## src/rtl/game_tick_scheduler.sv

```systemverilog
// game_tick_scheduler: frame sequencer and pixel-enable generator.
// Each game tick runs one frame sequence: sample inputs, request a physics
// update, request a collision check, wait for vertical blank, then commit.
// Also divides boardCLK down to the one-cycle pix_en strobe for the VGA path.
// Optional feature macro: GAME_TICK_WATCHDOG_EN (per-wait-state watchdog that
// aborts a stuck sequence and raises the sticky wdog_flag).
module game_tick_scheduler #(
  parameter int PIX_DIV     = 4,
  parameter int TICK_DIV    = 1666666,
  parameter int WDOG_CYCLES = 65535
) (
  input  logic        boardCLK,
  input  logic        reset,
  input  logic        pause,
  input  logic        vblank,
  input  logic        update_done,
  input  logic        check_done,
  output logic        pix_en,
  output logic        sample_stb,
  output logic        update_req,
  output logic        check_req,
  output logic        commit_stb,
  output logic        busy,
  output logic [15:0] frame_num,
  output logic [7:0]  overrun_cnt,
  output logic        wdog_flag
);

  localparam int PIX_W  = (PIX_DIV > 1) ? $clog2(PIX_DIV) : 1;
  localparam int TICK_W = (TICK_DIV > 1) ? $clog2(TICK_DIV) : 1;
  localparam logic [PIX_W-1:0]  PIX_LAST  = PIX_W'(PIX_DIV - 1);
  localparam logic [TICK_W-1:0] TICK_LAST = TICK_W'(TICK_DIV - 1);

  typedef enum logic [2:0] {
    IDLE    = 3'd0,
    SAMPLE  = 3'd1,
    UPDATE  = 3'd2,
    CHECK   = 3'd3,
    WAIT_VB = 3'd4,
    COMMIT  = 3'd5
  } state_t;

  state_t state_reg, state_next;

  logic [PIX_W-1:0]  pix_cnt_reg, pix_cnt_next;
  logic [TICK_W-1:0] tick_cnt_reg, tick_cnt_next;
  logic              tick;
  logic              wdog_expired;

  logic sample_stb_next;
  logic update_req_next;
  logic check_req_next;
  logic commit_stb_next;
  logic busy_next;

  // Pixel divider: free-running modulo-PIX_DIV count
  always_comb begin
    pix_cnt_next = (pix_cnt_reg == PIX_LAST) ? '0 : pix_cnt_reg + 1'b1;
  end

  // Pixel counter and its strobe; pix_en is high while the count sits at its last value
  always_ff @(posedge boardCLK or negedge reset) begin
    if (!reset) begin
      pix_cnt_reg <= '0;
      pix_en      <= 1'b0;
    end else begin
      pix_cnt_reg <= pix_cnt_next;
      pix_en      <= (pix_cnt_next == PIX_LAST);
    end
  end

  // Tick divider: modulo-TICK_DIV count that freezes while paused
  always_comb begin
    tick_cnt_next = tick_cnt_reg;
    if (!pause) begin
      tick_cnt_next = (tick_cnt_reg == TICK_LAST) ? '0 : tick_cnt_reg + 1'b1;
    end
  end

  // A paused terminal count never fires, so pause suppresses future ticks only
  assign tick = !pause && (tick_cnt_reg == TICK_LAST);

  // Tick counter register
  always_ff @(posedge boardCLK or negedge reset) begin
    if (!reset) begin
      tick_cnt_reg <= '0;
    end else begin
      tick_cnt_reg <= tick_cnt_next;
    end
  end

`ifdef GAME_TICK_WATCHDOG_EN
  localparam int WDOG_W = $clog2(WDOG_CYCLES + 1);
  localparam logic [WDOG_W-1:0] WDOG_LAST = WDOG_W'(WDOG_CYCLES - 1);

  logic [WDOG_W-1:0] wdog_cnt_reg;
  logic              wdog_flag_reg;

  // Counter reads 0 on the first cycle of every state and counts cycles spent there
  always_ff @(posedge boardCLK or negedge reset) begin
    if (!reset) begin
      wdog_cnt_reg <= '0;
    end else if (state_next == state_reg) begin
      wdog_cnt_reg <= wdog_cnt_reg + 1'b1;
    end else begin
      wdog_cnt_reg <= '0;
    end
  end

  assign wdog_expired = (wdog_cnt_reg == WDOG_LAST);

  // Sticky trip flag: a wait state falling back to IDLE can only be a watchdog abort
  always_ff @(posedge boardCLK or negedge reset) begin
    if (!reset) begin
      wdog_flag_reg <= 1'b0;
    end else if (wdog_expired && (state_next == IDLE) &&
                 (state_reg inside {UPDATE, CHECK, WAIT_VB})) begin
      wdog_flag_reg <= 1'b1;
    end
  end

  assign wdog_flag = wdog_flag_reg;
`else
  // Watchdog absent: wait states block indefinitely and the flag never rises
  assign wdog_expired = 1'b0;
  assign wdog_flag    = (WDOG_CYCLES < 0);
`endif

  // FSM state register
  always_ff @(posedge boardCLK or negedge reset) begin
    if (!reset) begin
      state_reg <= IDLE;
    end else begin
      state_reg <= state_next;
    end
  end

  // FSM next state; a normal handshake exit takes priority over a watchdog abort
  always_comb begin
    state_next = state_reg;
    case (state_reg)
      IDLE: begin
        if (tick) state_next = SAMPLE;
      end
      SAMPLE: begin
        state_next = UPDATE;
      end
      UPDATE: begin
        if (update_done)       state_next = CHECK;
        else if (wdog_expired) state_next = IDLE;
      end
      CHECK: begin
        if (check_done)        state_next = WAIT_VB;
        else if (wdog_expired) state_next = IDLE;
      end
      WAIT_VB: begin
        if (vblank)            state_next = COMMIT;
        else if (wdog_expired) state_next = IDLE;
      end
      COMMIT: begin
        state_next = IDLE;
      end
      default: begin
        state_next = IDLE;
      end
    endcase
  end

  // FSM output decode of the state being entered, so registered outputs align with the state
  always_comb begin
    sample_stb_next = (state_next == SAMPLE);
    update_req_next = (state_next == UPDATE);
    check_req_next  = (state_next == CHECK);
    commit_stb_next = (state_next == COMMIT);
    busy_next       = (state_next != IDLE);
  end

  // Registered outputs plus frame and dropped-tick bookkeeping
  always_ff @(posedge boardCLK or negedge reset) begin
    if (!reset) begin
      sample_stb  <= 1'b0;
      update_req  <= 1'b0;
      check_req   <= 1'b0;
      commit_stb  <= 1'b0;
      busy        <= 1'b0;
      frame_num   <= 16'd0;
      overrun_cnt <= 8'd0;
    end else begin
      sample_stb <= sample_stb_next;
      update_req <= update_req_next;
      check_req  <= check_req_next;
      commit_stb <= commit_stb_next;
      busy       <= busy_next;
      if (state_reg == COMMIT) begin
        frame_num <= frame_num + 16'd1;
      end
      if (tick && (state_reg != IDLE) && (overrun_cnt != 8'hFF)) begin
        overrun_cnt <= overrun_cnt + 8'd1;
      end
    end
  end

endmodule

```

## config.mk

```make
export PLATFORM = sky130hd
export DESIGN_NAME = game_tick_scheduler
export DESIGN_NICKNAME = d
export VERILOG_FILES = /design/src/rtl/game_tick_scheduler.sv
export SDC_FILE = /design/constraint.sdc
export NUM_CORES = 1
export LEC_CHECK = 0
export ABC_AREA = 1
export BUFFER_PORTS_ARGS = -buffer_cell sky130_fd_sc_hd__buf_2
export CAP_MARGIN = 20
export CELL_PAD_IN_SITES_DETAIL_PLACEMENT = 0
export CELL_PAD_IN_SITES_GLOBAL_PLACEMENT = 1
export CORE_MARGIN = 5
export CORE_UTILIZATION = 43
export DETAILED_ROUTE_END_ITERATION = 12
export PLACE_DENSITY = 0.84
export REMOVE_ABC_BUFFERS = 1
export SYNTH_ARGS = -nofsm -noshare
export SYNTH_HDL_FRONTEND = slang
export SYNTH_SLANG_ARGS = --single-unit
```

## constraint.sdc

```tcl
create_clock -name boardCLK -period 1.95 [get_ports boardCLK]
set_clock_uncertainty 0.05 [all_clocks]
set_input_delay 0.585 -clock boardCLK [delete_from_list [all_inputs] [get_ports boardCLK]]
set_output_delay 0.585 -clock boardCLK [all_outputs]
set_load 0.05 [all_outputs]
```

# Word-level counts from Yosys, hierarchy flattened

Index checks and enable logic that the tools add are counted.
Widths: inputs -> output; s select.

Bits in registers: 56
Input bits: 6
Output and inout port bits: 31
Word-level logic and storage cells: 42

Add/sub/neg operators: 4
Equality and inequality tests: 13
Mux-type cells: 7
Reductions and logical operators: 7

Operators with widths:

| cell                  | number |
|---|---|
| $add 21x1->21 const B | 1 |
| $eq 21x21->1 const B  | 1 |
| $mux 21               | 1 |
| $add 16x1->16 const B | 1 |
| $pmux 3 s5            | 1 |
| $eq 3x2->1 const B    | 4 |
| $mux 3                | 4 |
| $eq 3x3->1 const B    | 3 |
| $add 8x1->8 const B   | 1 |
| $ne 8x8->1 const B    | 1 |
| $eq 3x1->1 const B    | 2 |
| $reduce_bool 3->1     | 2 |
| $eq 2x2->1 const B    | 2 |
| $logic_and 1x1->1     | 3 |
| $logic_not 3->1       | 1 |
| $add 2x1->2 const B   | 1 |
| $mux 2                | 1 |
| $logic_not 1->1       | 1 |

# Longest topological paths before layout

Gate-level depths: netlist of run 1.

Depth after elaboration: 5
Depth in mapped cells: 10
Mapped depth without buffers: 10

# Worst setup path after synthesis of run 1

OpenSTA, ideal clock, no wires.

Path type: register to register
From: reg overrun_cnt[0]
To: reg overrun_cnt[0]
Setup time: 0.143 ns
Arrival: 1.692 ns
Required time: 1.757 ns
Setup slack: 0.065 ns
Stages on the path, launching flop included: 9
Path buffers: 1
Period minus slack after synthesis: 1.885 ns
Path through: dfrtp_1 > ha_1 > inv_1 > nor2_1 > nand4_1 > nand2_2 > nor2_4 > buf_8 > xor2_2

Cells in the longest elaborated chain, start to end: 2
Elaborated cells between the ends (all ways): 3
Those cells by class: add/sub (1); eq/ne (1); reduce/logical (1)

Ends and longest elaborated chain:

| item                                                                | line | RTL |
|---|---|---|
| start: declaration                                                  | 25   | `output logic [7:0] overrun_cnt,` |
| start signal: assignment                                            | 198  | `overrun_cnt <= overrun_cnt + 8'd1;` |
| parallel branches: the longest is 2 deep, another holds $add 8x1->8 | --   |  |

Several ways; the timed one is not identified.
A chain may end at the register's enable or synchronous reset.

# Final worst setup path of run 1

Ends and elaborated chain as after synthesis.

==> PnR_summary.wiki, run 1 <==
{| class="wikitable"
! Metric !! Value
|-
| Share of cells above drive strength 1 || around 16%
|-
| Starting Density || ~44%
|-
| Most numerous cell types in the synthesized netlist || 99 x nand2_1, 70 x inv_1, 56 x dfrtp_1
|-
| Final non-filler cell total || 536
|-
| Post-detailed-routing wire length || around 6200 um
|-
| Number of violations reported at the end of detailed-routing iteration 0 || roughly 100
|-
| Instance count after placement with tap cells included || roughly 530
|-
| FF-to-FF setup slack || 220 ps
|-
| Vertical die dimension || about 94 um
|-
| Async SR Flop Fraction || 100.0%
|-
| Count of different cell masters after synthesis || 32
|-
| Antenna Cells || 0
|-
| Worst R2R End || overrun_cnt[0]$_DFFE_PN0P_
|-
| Internal power consumption || between 1.5 and 2 mW
|-
| Total gr overflow || 0
|-
| Count of standard-cell rows || 30
|-
| Comb power frac || between 10% and 20%
|-
| Routed Antenna Nets || 0
|-
| Leakage power total || approximately 2 nW
|-
| Kind of critical path || flop to flop
|-
| Pin count of the biggest net entering global routing || between 50 and 60
|-
| Overall fraction of global-route tracks in use || 15.17%
|-
| Largest fanout on the critical path || 14
|-
| Htree depth || 2
|-
| Hold Violations, Final || 0
|-
| Maximum vdd drop || ~0.38 mV
|-
| Part of the power in the clock network || 28.6%
|-
| Kind of end point of the critical path || flop
|-
| Top routing layer used || met4
|-
| Wire length of the first global-routing pass || 10950 um
|-
| Number of I/O pins || 37
|-
| Cell at the root of the clock tree || clkbuf_8
|-
| Share of the clock period used by the worst path after layout || 88.94%
|-
| Share of synthesized area occupied by flip-flops and latches || a little under half
|-
| Mapped Area || 0.003034 sq mm
|-
| Final core occ || approximately half
|-
| Met3 wirelength from detailed routing || about 220 um
|-
| Number of antenna violations at the first check in global routing || 0
|-
| Area share of the largest cell type after synthesis || a little under half
|-
| Routed wire length per instance || ~11 um
|-
| Primary flip-flop cell chosen by synthesis mapping || dfrtp_1
|-
| Quantity of I/O buffers inserted on ports || 35
|-
| Clock-pin transition on the worst setup and hold timing paths || around 100 ps
|-
| Total via count in the routed design || around 2500
|-
| Highest Clock Rate || a little under 0.6 GHz
|-
| Main area contributors after synthesis || dfrtp_1 46%, nand2_1 12%, inv_1 8.7%
|-
| Layout net count || roughly 450
|-
| Horiz. Die Dim || between 90 and 100 um
|-
| DRC violations left || 0
|-
| Detailed-route vias per instance || between 4 and 5
|-
| PwrDens || ~760 mW/mm^2
|-
| Length of routed wiring on met1 || slightly above 3000 um
|-
| Count of pins over their slew limit || 0
|-
| Net switching power || approximately 0.83 mW
|-
| Number of detailed-routing iterations run before antenna repair || 4
|-
| Final critical delay including setup and external delays || about 1700 ps
|-
| Post-Synthesis Mean Instance Area || a little under 8 sq um
|-
| Clk_lat worst skew || a little over 300 ps
|-
| Total half-perimeter wirelength after legalization and detailed placement || ~4600 um
|-
| RR Startpoint || overrun_cnt[0]$_DFFE_PN0P_
|-
| Sequential fraction of design power || about 53%
|-
| Placer Congestion || around 0.9
|-
| Flip-flop count of the largest register, all copies and words added || 21
|-
| Setup repair after global routing missed its margin || false
|-
| Tightest slew margin relative to the limit || 66.67%
|-
| Number of sinks on the clock net || 56
|-
| Maximum capacitance violations || 0
|-
| Hold WC Path Type || input pin to asynchronous set/reset pin
|-
| Worst EP required || about 2100 ps
|-
| Transition time of the tightest slew-check pin || 496.2 ps
|-
| Tot Pwr || 2.657 mW
|-
| Max clock buf depth || 2
|-
| Post-synthesis sequential element count || 56
|-
| DIE AREA || just under 0.009 sq mm
|-
| Routed met2 length || about 2800 um
|-
| Arrival time at the worst endpoint || around 1900 ps
|-
| Number of synthesis warnings || 0
|-
| Number of inserted filler cells in the final layout || 694
|-
| Hold-fix buffers, CTS || 0
|-
| Min Hold Slack || roughly 200 ps
|-
| Post-synthesis cell count || 393
|-
| CTS tree || done
|-
| Final setup vio count || 0
|-
| Worst Reg-to-Reg Cells || 9
|-
| Area of the core || slightly below 0.007 sq mm
|-
| Area added between synthesis and finish || 14.97%
|-
| Number of enable flip-flop cells after synthesis || 0
|-
| Post-synthesis cell type with the largest combined area || dfrtp_1
|-
| Net Sw Frac || a little under a third
|-
| Status || completed
|-
| Vias in the first global route || 2400
|-
| Total clock buffers created by CTS || 5
|-
| Dominant cell by count in the synthesized netlist || nand2_1
|-
| Kind of start point of the critical path || flop
|}
-- logic make-up after synthesis --
| group | after synthesis | share of synthesized area [%] |
|---|---|---|
| AOI/OAI and AO/OA | 13 | 2.680 |
| xor gates and xnor gates | 18 | 5.443 |
| adders and majority gates | 6 | 2.474 |
| buffers and inverters | 77 | 10.06 |
| DFF | 56 | 46.19 |
| other | 1 | 0.1236 |
| and+or+nand+nor | 222 | 33.03 |
-- cell usage in the layout (no fill, tap or decap), types with 3 or more instances in the layout --
| cell | count |
|---|---|
| a21oi_1 | 3 |
| buf_2 | 35 |
| buf_4 | 5 |
| clkbuf_8 | 5 |
| dfrtp_1 | 55 |
| ha_1 | 6 |
| inv_1 | 70 |
| inv_2 | 4 |
| nand2_1 | 99 |
| nand3_1 | 28 |
| nand3_2 | 3 |
| nand3b_1 | 3 |
| nand4_1 | 10 |
| nor2_1 | 51 |
| nor2_2 | 6 |
| nor3_1 | 14 |
| o21ai_0 | 4 |
| xnor2_1 | 6 |
| xor2_1 | 11 |
-- power by group through the flow --
| stage | Sequential (mW) | Clock [mW] | Combinational, mW |
|---|---|---|---|
| floorplan | 1.39 | 0 | 0.363 |
| global placement | 1.43 | 0 | 0.487 |
| detailed placement | 1.43 | 0 | 0.481 |
| CTS | 1.41 | 0.790 | 0.490 |
| global route | 1.43 | 0.839 | 0.574 |
| finish | 1.41 | 0.760 | 0.488 |
-- worst max-delay path, stage by stage, from the launching register on --
cell and delay [ps]:
dfrtp_2 430, ha_1 200, inv_1 60, nor2_1 210
nand4_1 140, nand2_2 110, nor2_4 40, buf_12 140
buf_4 130, xor2_2 130
-- metal layers --
layer / vias up / track usage (%)
met5: - / 0
met4: 0 / 3.129
met3: 9 / 3.285
met2: 37 / 24.42
met1: 1157 / 21.03
li1: 1296 / -
-- stage by stage --
step	area, sq um	setup slack (ps)	setup TNS [ps]
6_report	3488	215.7	0
4_1_cts	3460	140.5	0
5_1_grt	3488	30.86	0
3_5_place_dp	3352	-1.549	-1.549
3_3_place_gp	3352	91.68	0
2_1_floorplan	3007	119.6	0
-- worst max path at each step --
stage               cells past startpoint                      endpoint                        start
floorplan                               9    overrun_cnt[7]$_DFFE_PN0P_   overrun_cnt[0]$_DFFE_PN0P_
global placement                        9    overrun_cnt[3]$_DFFE_PN0P_                        pause
detailed placement                      9    overrun_cnt[7]$_DFFE_PN0P_                        pause
CTS                                     9    overrun_cnt[7]$_DFFE_PN0P_  tick_cnt_reg[1]$_DFFE_PN0N_
global route                            9  tick_cnt_reg[20]$_DFFE_PN0N_  tick_cnt_reg[0]$_DFFE_PN0N_
finish                                  9    overrun_cnt[0]$_DFFE_PN0P_   overrun_cnt[0]$_DFFE_PN0P_
-- timing repair --
| item | CTS | global route |
|---|---|---|
| endpoints found under the setup margin | 0 | 2 |
| gates resized for setup | 0 | 1 |
| endpoints found under the hold margin | 0 | 0 |
| setup buffers | 0 | 2 |
-- area by class of cell --
type | instances | area, sq um | share of cell area, %
inverter | 74 | 277.8 | 7.963
sequential | 56 | 1403 | 40.21
multi-input combinational | 260 | 1328 | 38.06
clock buffer | 6 | 72.57 | 2.080
tap | 96 | 120.1 | 3.443
timing repair buffer | 42 | 252.7 | 7.245
clock inverter | 2 | 35.03 | 1.004
No activity file was read; power rests on OpenSTA's default activity.
==> run 2, diff against run 1 <==
ABC_AREA = 0   (was 1)
CORE_UTILIZATION = 45   (was 43)
PLACE_DENSITY = 0.83   (was 0.84)
==> run 2 against run 1 <==
Compared with the run above:
- worst hold slack got worse by 33 ps
- count of clock-buffer cells in the layout fell by 1
- final area fell by 7.4%
- register-to-register slack got worse by 170 ps
- wire length fell by 13%
- sequential power rose by 4%
- worst setup slack got worse by 170 ps
- die area fell by 16%
- critical endpoint is now tick_cnt_reg[17]$_DFFE_PN0N_
- largest cell class unchanged
- highest routed layer unchanged
==> PnR_summary.wiki, run 2 <==
{| class="wikitable"
! Metric !! Value
|-
| Placer Congestion || 0.8001 (was 0.8899)
|-
| Tightest slew margin relative to the limit || 66.40% (was 66.67%)
|-
| Wire length of the first global-routing pass || 9087 um (was 10950 um)
|-
| Net Sw Frac || 31.92% (was 31.32%)
|-
| Setup TNS Final || 0 ps (unchanged)
|-
| Antenna Cells || 0 (unchanged)
|-
| Htree depth || 2 (unchanged)
|-
| Hold-fix buffers, CTS || 0 (unchanged)
|-
| Internal power consumption || 2.104 mW (was 1.825 mW)
|-
| Sequential cell area || 0.001401 sq mm (was 0.001403 sq mm)
|-
| PwrDens || 956.8 mW/mm^2 (was 761.7 mW/mm^2)
|-
| Transition time of the tightest slew-check pin || 504.0 ps (was 496.2 ps)
|-
| Quantity of I/O buffers inserted on ports || 35 (unchanged)
|-
| Maximum capacitance violations || 0 (unchanged)
|-
| Comb power frac || 23.3% (was 18.4%)
|-
| Routed wire length per instance || 14.30 um (was 11.49 um)
|-
| Number of inserted filler cells in the final layout || 492 (was 694)
|-
| Final critical delay including setup and external delays || 1902 ps (was 1734 ps)
|-
| Highest Clock Rate || 0.5257 GHz (was 0.5766 GHz)
|-
| Leakage power total || 1.620 nW (was 1.972 nW)
|-
| Critical Path Source || tick_cnt_reg[8]$_DFFE_PN0N_ (was overrun_cnt[0]$_DFFE_PN0P_)
|-
| Number of enable flip-flop cells after synthesis || 0 (unchanged)
|-
| Horiz. Die Dim || 85.90 um (was 94 um)
|-
| Clock-pin transition on the worst setup and hold timing paths || 100 ps (about the same)
|-
| Area share of the largest cell type after synthesis || 54.05% (was 46.19%)
|-
| Post-synthesis cell type with the largest combined area || dfrtp_1 (unchanged)
|-
| Kind of critical path || flop to flop (unchanged)
|-
| Most frequent cells in the layout || 56 x dfrtp_1, 36 x buf_2, 30 x xnor2_1, 27 x buf_4, 22 x nor2_1 (was 99 x nand2_1, 70 x inv_1, 55 x dfrtp_1, 51 x nor2_1, 35 x buf_2)
|-
| Pin count of the biggest net entering global routing || 40 (was 57)
|-
| Tot Pwr || 3.090 mW (was 2.657 mW)
|-
| Dominant cell by count in the synthesized netlist || dfrtp_1 (was nand2_1)
|-
| Status || completed (unchanged)
|-
| Share of synthesized area occupied by flip-flops and latches || 54.05% (was 46.19%)
|-
| Combined area of the multi-input logic cells || 0.001191 sq mm (was 0.001328 sq mm)
|-
| Final setup vio count || 0 (unchanged)
|-
| Maximum vdd drop || 0.6009 mV (was 0.3761 mV)
|-
| Post-Synthesis Mean Instance Area || 11.08 sq um (was 7.721 sq um)
|-
| Sequential fraction of design power || 47.4% (was 53.0%)
|-
| Post-synthesis sequential element count || 56 (unchanged)
|-
| Total half-perimeter wirelength after legalization and detailed placement || 3933 um (was 4605 um)
|-
| Overall fraction of global-route tracks in use || 15.45% (was 15.17%)
|-
| Total gr overflow || 0 (unchanged)
|-
| Area of the core || 0.005540 sq mm (was 0.006832 sq mm)
|-
| Hold Violations, Final || 0 (unchanged)
|-
| Kind of start point of the critical path || flop (unchanged)
|-
| Cell at the root of the clock tree || clkbuf_8 (unchanged)
|-
| Count of standard-cell rows || 27 (was 30)
|-
| DRC violations left || 0 (unchanged)
|-
| Area added between synthesis and finish || 24.57% (was 14.97%)
|-
| FF-to-FF setup slack || 50 ps (was 220 ps)
|-
| Final core occ || 58.29% (was 51.06%)
|-
| Main area contributors after synthesis || dfrtp_1 54%, xnor2_1 10%, nand3_1 3.3% (was dfrtp_1 46%, nand2_1 12%, inv_1 8.7%)
|-
| Post-synthesis cell count || 234 (was 393)
|-
| Vias in the first global route || 1944 (was 2400)
|-
| CTS tree || done (unchanged)
|-
| Setup repair after global routing missed its margin || true (was false)
|-
| Share of cells above drive strength 1 || 27.91% (was 16.14%)
|-
| Total via count in the routed design || 1923 (was 2499)
|-
| Hold WC Path Type || input pin to asynchronous set/reset pin (unchanged)
|-
| Routed Antenna Nets || 0 (unchanged)
|-
| Largest fanout on the critical path || 3 (was 14)
|-
| Flip-flop count of the largest register, all copies and words added || 21 (unchanged)
|-
| Vertical die dimension || 85.90 um (was 94 um)
|-
| Async SR Flop Fraction || 100.0% (unchanged)
|-
| Arrival time at the worst endpoint || 2060 ps (was 1880 ps)
|-
| Number of antenna violations at the first check in global routing || 0 (unchanged)
|-
| Number of I/O pins || 37 (unchanged)
|-
| Count of pins over their slew limit || 0 (unchanged)
|-
| Number of violations reported at the end of detailed-routing iteration 0 || 48 (was 104)
|-
| Count of different cell masters after synthesis || 38 (was 32)
|-
| Layout net count || 312 (was 451)
|-
| Min Hold Slack || 171.2 ps (was 204.5 ps)
|-
| Post-detailed-routing wire length || 5335 um (was 6161 um)
|-
| Max clock buf depth || 2 (unchanged)
|-
| Total clock buffers created by CTS || 5 (unchanged)
|-
| Number of synthesis warnings || 0 (unchanged)
|-
| DIE AREA || 0.007379 sq mm (was 0.008836 sq mm)
|-
| Share of the clock period used by the worst path after layout || 97.55% (was 88.94%)
|-
| Detailed-route vias per instance || 5.155 (was 4.662)
|-
| Worst EP required || 2100 ps (about the same)
|-
| Setup WS pre-CTS || -196.4 ps (was -1.549 ps)
|-
| Net switching power || 0.9862 mW (was 0.8322 mW)
|-
| Most numerous cell types in the synthesized netlist || 56 x dfrtp_1, 30 x xnor2_1, 22 x nor2_1 (was 99 x nand2_1, 70 x inv_1, 56 x dfrtp_1)
|-
| Starting Density || 46.79% (was 44.41%)
|-
| Number of sinks on the clock net || 56 (unchanged)
|-
| RR Startpoint || tick_cnt_reg[8]$_DFFE_PN0N_ (was overrun_cnt[0]$_DFFE_PN0P_)
|-
| Most common cell after layout, fill and taps aside || dfrtp_1 (was nand2_1)
|-
| Primary flip-flop cell chosen by synthesis mapping || dfrtp_1 (unchanged)
|-
| Part of the power in the clock network || 29.4% (was 28.6%)
|-
| Clk_lat worst skew || 310 ps (about the same)
|-
| Mapped Area || 0.002592 sq mm (was 0.003034 sq mm)
|-
| Kind of end point of the critical path || flop (unchanged)
|-
| Number of detailed-routing iterations run before antenna repair || 4 (unchanged)
|-
| Final critical-path setup slack || 47.82 ps (was 215.7 ps)
|}
-- run 2: cell types whose count changed after synthesis, moves of 4 or more --
cell,before,now
nand3_1,28,17
and3_1,0,9
inv_2,4,0
nand2_1,99,12
inv_1,70,7
nor3_1,14,9
and4_1,0,4
nor2_1,51,22
nor2_2,6,0
xnor2_1,6,30
-- run 2: layout make-up --
type | instances | share of cell area, %
clock inverter | 3 | 2.131
multi-input combinational | 167 | 36.88
inverter | 7 | 0.8136
sequential | 56 | 43.39
clock buffer | 5 | 2.131
tap | 72 | 2.790
timing repair buffer | 63 | 11.86
-- run 2: worst max-delay path, cell delays in order, from the launching register on --
cell and delay (ps):
dfrtp_1 410, nand2_2 80, or3_4 350, or4_4 460, nor3_4 150, mux2_4 310
-- run 2: logic make-up (layout without fill, tap and decap cells) --
family,count (synthesis),in the layout,share of synthesized area [%]
fa+ha+maj,6,6,2.896
compound gates,8,8,2.075
xor+xnor,39,39,13.18
mux,5,5,2.075
simple gates,108,108,23.75
other cells,1,1,0.1446
buf+inv,11,78,1.834
flops,56,56,54.05
-- run 2: layer usage --
layer / up-vias / wire length, um / track usage [%] / part of all wire [%]
met5: - / 0 / 0 / 0
met4: 0 / 88 / 5.180 / 1.6
met3: 9 / 181 / 3.074 / 3.4
met2: 28 / 2637 / 25.79 / 49
met1: 940 / 2428 / 20.05 / 46
li1: 946 / - / - / -
-- run 2: power by group through the flow --
stage,combinational (mW),sequential [mW],clock (mW)
3_3_place_gp,0.680,1.48,0
2_1_floorplan,0.305,1.62,0
3_5_place_dp,0.705,1.48,0
5_1_grt,0.791,1.49,0.979
6_report,0.719,1.46,0.907
4_1_cts,0.705,1.46,0.931
-- run 2: path summary, 6_finish.rpt --
check,depth (start not counted),end
min in group boardCLK,1,frame_num[15]$_DFFE_PN0N_
max,5,tick_cnt_reg[17]$_DFFE_PN0N_
max in group asynchronous,2,tick_cnt_reg[10]$_DFFE_PN0N_
min reg2reg,1,frame_num[15]$_DFFE_PN0N_
min,2,overrun_cnt[1]$_DFFE_PN0P_
max reg2reg,5,tick_cnt_reg[17]$_DFFE_PN0N_
-- run 2: what timing repair did --
| action | 4_1_cts | 5_1_grt |
|---|---|---|
| gates cloned | 0 | 1 |
| resized for setup | 1 | 8 |
| buffers inserted | 0 | 2 |
| endpoints found under the hold margin | 0 | 0 |
| endpoints found under the setup margin | 1 | 3 |
-- run 2: through the flow --
| stage | std cells | area (sq um) |
|---|---|---|
| floorplan | 230 | 2571 |
| global placement | 362 | 3030 |
| detailed placement | 362 | 3030 |
| CTS | 370 | 3173 |
| global route | 373 | 3229 |
| finish | 373 | 3229 |
==> run 3, diff against run 2 <==
BUFFER_PORTS_ARGS = -buffer_cell sky130_fd_sc_hd__buf_4   (was -buffer_cell sky130_fd_sc_hd__buf_2)
CORE_ASPECT_RATIO = 0.5   (was unset)
==> run 3 against run 2 <==
Compared with the run above:
- first-iteration DRC count rose to 2.6 times the previous value
- fmax is 0.70% lower
- critical path type unchanged
- worst hold slack lost 12 ps
- die area is 1.2% higher
- combinational power rose by 2%
- sequential cell count unchanged
- critical endpoint unchanged
- global-route usage shrank 0.57 points
- highest routed layer unchanged
- largest cell class unchanged
- sequential power hardly changed
==> PnR_summary.wiki, run 3 (same netlist as run 2, synthesis figures left out) <==
{| class="wikitable"
! Metric !! Value
|-
| Number of I/O pins || 37 (unchanged)
|-
| Total gr overflow || 0 (unchanged)
|-
| Vias in the first global route || 1934 (was 1944)
|-
| Share of the clock period used by the worst path after layout || 98.24% (was 97.55%)
|-
| Leakage power total || 1.660 nW (was 1.620 nW)
|-
| Max clock buf depth || 2 (unchanged)
|-
| Final core occ || 61.89% (was 58.29%)
|-
| Highest Clock Rate || 0.5220 GHz (was 0.5257 GHz)
|-
| Count of standard-cell rows || 19 (was 27)
|-
| Kind of end point of the critical path || flop (unchanged)
|-
| Setup TNS Final || 0 ps (unchanged)
|-
| Critical Path Source || tick_cnt_reg[11]$_DFFE_PN0N_ (was tick_cnt_reg[8]$_DFFE_PN0N_)
|-
| Placer Congestion || 0.8004 (was 0.8001)
|-
| Routed Antenna Nets || 0 (unchanged)
|-
| DIE AREA || 0.007471 sq mm (was 0.007379 sq mm)
|-
| Area of the core || 0.005539 sq mm (was 0.005540 sq mm)
|-
| Largest fanout on the critical path || 4 (was 3)
|-
| Worst EP required || 2070 ps (was 2100 ps)
|-
| CTS tree || done (unchanged)
|-
| Clk_lat worst skew || 290 ps (was 310 ps)
|-
| Most common cell after layout, fill and taps aside || buf_4 (was dfrtp_1)
|-
| Final setup vio count || 0 (unchanged)
|-
| DRC violations left || 0 (unchanged)
|-
| Hold Violations, Final || 0 (unchanged)
|-
| Area added between synthesis and finish || 32.24% (was 24.57%)
|-
| Instance area after placement || 0.003169 sq mm (was 0.003030 sq mm)
|-
| Hold-fix buffers, CTS || 0 (unchanged)
|-
| Tot Pwr || 3.208 mW (was 3.090 mW)
|-
| Number of violations reported at the end of detailed-routing iteration 0 || 125 (was 48)
|-
| Wire length of the first global-routing pass || 9259 um (was 9087 um)
|-
| Cell type group with the largest total delay on the critical path || simple AND/OR/NAND/NOR gates (unchanged)
|-
| Horiz. Die Dim || 117.3 um (was 85.90 um)
|-
| Kind of critical path || flop to flop (unchanged)
|-
| Total half-perimeter wirelength after legalization and detailed placement || 3872 um (was 3933 um)
|-
| Detailed-route vias per instance || 5.155 (about the same)
|-
| CP max stage cell || or4_4 (unchanged)
|-
| Total clock buffers created by CTS || 5 (unchanged)
|-
| Post-detailed-routing wire length || 5341 um (was 5335 um)
|-
| Number of detailed-routing iterations run before antenna repair || 4 (unchanged)
|-
| Final critical delay including setup and external delays || 1916 ps (was 1902 ps)
|-
| Overall fraction of global-route tracks in use || 14.88% (was 15.45%)
|-
| Number of antenna violations at the first check in global routing || 0 (unchanged)
|-
| Hold WC Path Type || input pin to asynchronous set/reset pin (unchanged)
|-
| Starting Density || 46.80% (was 46.79%)
|-
| Cell-by-cell listing of the critical path || nand2_2 > or3_4 > or4_4 > nor3_4 > mux2_4 (unchanged)
|-
| Setup repair after global routing missed its margin || true (unchanged)
|-
| Count of pins over their slew limit || 0 (unchanged)
|-
| Htree depth || 2 (unchanged)
|-
| Kind of start point of the critical path || flop (unchanged)
|-
| Layout net count || 319 (was 312)
|-
| WP buf/inv || 0 (unchanged)
|-
| Routed wire length per instance || 14.02 um (was 14.30 um)
|-
| Arrival time at the worst endpoint || 2040 ps (was 2060 ps)
|-
| Number of sinks on the clock net || 56 (unchanged)
|-
| Vertical die dimension || 63.67 um (was 85.90 um)
|-
| Maximum vdd drop || 0.8935 mV (was 0.6009 mV)
|-
| Maximum cell stage delay along the critical path || 470 ps (was 460 ps)
|-
| Quantity of I/O buffers inserted on ports || 35 (unchanged)
|-
| Share of cells above drive strength 1 || 29.55% (was 27.91%)
|-
| Flip-flop count of the largest register, all copies and words added || 21 (unchanged)
|-
| Antenna Cells || 0 (unchanged)
|-
| Maximum capacitance violations || 0 (unchanged)
|-
| Pin count of the biggest net entering global routing || 28 (was 40)
|-
| Total via count in the routed design || 1964 (was 1923)
|-
| Status || completed (unchanged)
|-
| PwrDens || 935.8 mW/mm^2 (was 956.8 mW/mm^2)
|-
| Post-route cell area || 0.003428 sq mm (was 0.003229 sq mm)
|-
| Cell at the root of the clock tree || clkbuf_16 (was clkbuf_8)
|-
| Clock-pin transition on the worst setup and hold timing paths || 70 ps (was 100 ps)
|-
| Most frequent cells in the layout || 68 x buf_4, 56 x dfrtp_1, 30 x xnor2_1, 22 x nor2_1, 17 x nand3_1 (was 56 x dfrtp_1, 36 x buf_2, 30 x xnor2_1, 27 x buf_4, 22 x nor2_1)
|-
| RR Startpoint || tick_cnt_reg[11]$_DFFE_PN0N_ (was tick_cnt_reg[8]$_DFFE_PN0N_)
|}
==> run 3: cell types whose count changed in the layout (fill, tap and decap cells not counted), moves of 2 or more <==
cell       previous run  this run
nor4b_4               0         2
clkbuf_16             0         5
buf_4                27        68
clkbuf_8              5         0
buf_2                36         0
==> run 3: path summary, 6_finish.rpt <==
| kind | to | slack, ps | depth (start not counted) |
|---|---|---|---|
| setup / recovery | tick_cnt_reg[17]$_DFFE_PN0N_ | 30 | 5 |
| hold / removal | tick_cnt_reg[1]$_DFFE_PN0N_ | 160 | 1 |
| setup reg to reg | tick_cnt_reg[17]$_DFFE_PN0N_ | 30 | 5 |
| hold reg to reg | pix_cnt_reg[0]$_DFF_PN0_ | 420 | 1 |
| max in group asynchronous | check_req$_DFF_PN0_ | 1230 | 2 |
| min in group boardCLK | pix_cnt_reg[0]$_DFF_PN0_ | 420 | 1 |
==> run 3: routing by layer <==
layer / wire length, um / track usage [%]
met1: 2582 / 20.29
met2: 2406 / 23.73
met3: 291 / 4.021
met4: 62 / 3.473
met5: 0 / 0
==> run 3: worst register-to-register path: stages, from the launching register on <==
cell     delay (ps)
dfrtp_1         370
nand2_2          70
or3_4           380
or4_4           470
nor3_4          150
mux2_4          320
==> run 3: cell type report <==
class,instances,area (sq um)
clock buffers,6,128.9
well taps,73,91.34
inverters,7,26.28
multi-input cells,167,1200
flip-flops and latches,56,1401
repair buffers,70,541.8
clock inverters,2,38.79
fillers,448,2111
==> run 3: where the power goes <==
part	total (mW)	internal, mW	leakage [nW]	switching, mW
registers	1.47	1.31	0.745	0.163
logic	0.734	0.309	0.834	0.425
clock network	1.01	0.611	0.0815	0.394
==> run 3: stage by stage <==
| stage | instances | hold WS [ps] | setup WS [ps] |
|---|---|---|---|
| after global routing | 381 | 180.0 | -70.28 |
| final | 381 | 158.8 | 34.35 |
| after detailed placement | 368 | 405.7 | -198.0 |
| after CTS | 377 | 168.0 | -16.69 |
| after global placement | 368 | 390.2 | -153.7 |
| after floorplan | 230 | 239.4 | -1235 |
==> run 3: timing repair <==
item | in CTS | in global routing
endpoints found under the setup margin | 3 | 17
buffers inserted | 1 | 4
gates resized for setup | 5 | 6
pin swaps | 2 | 4
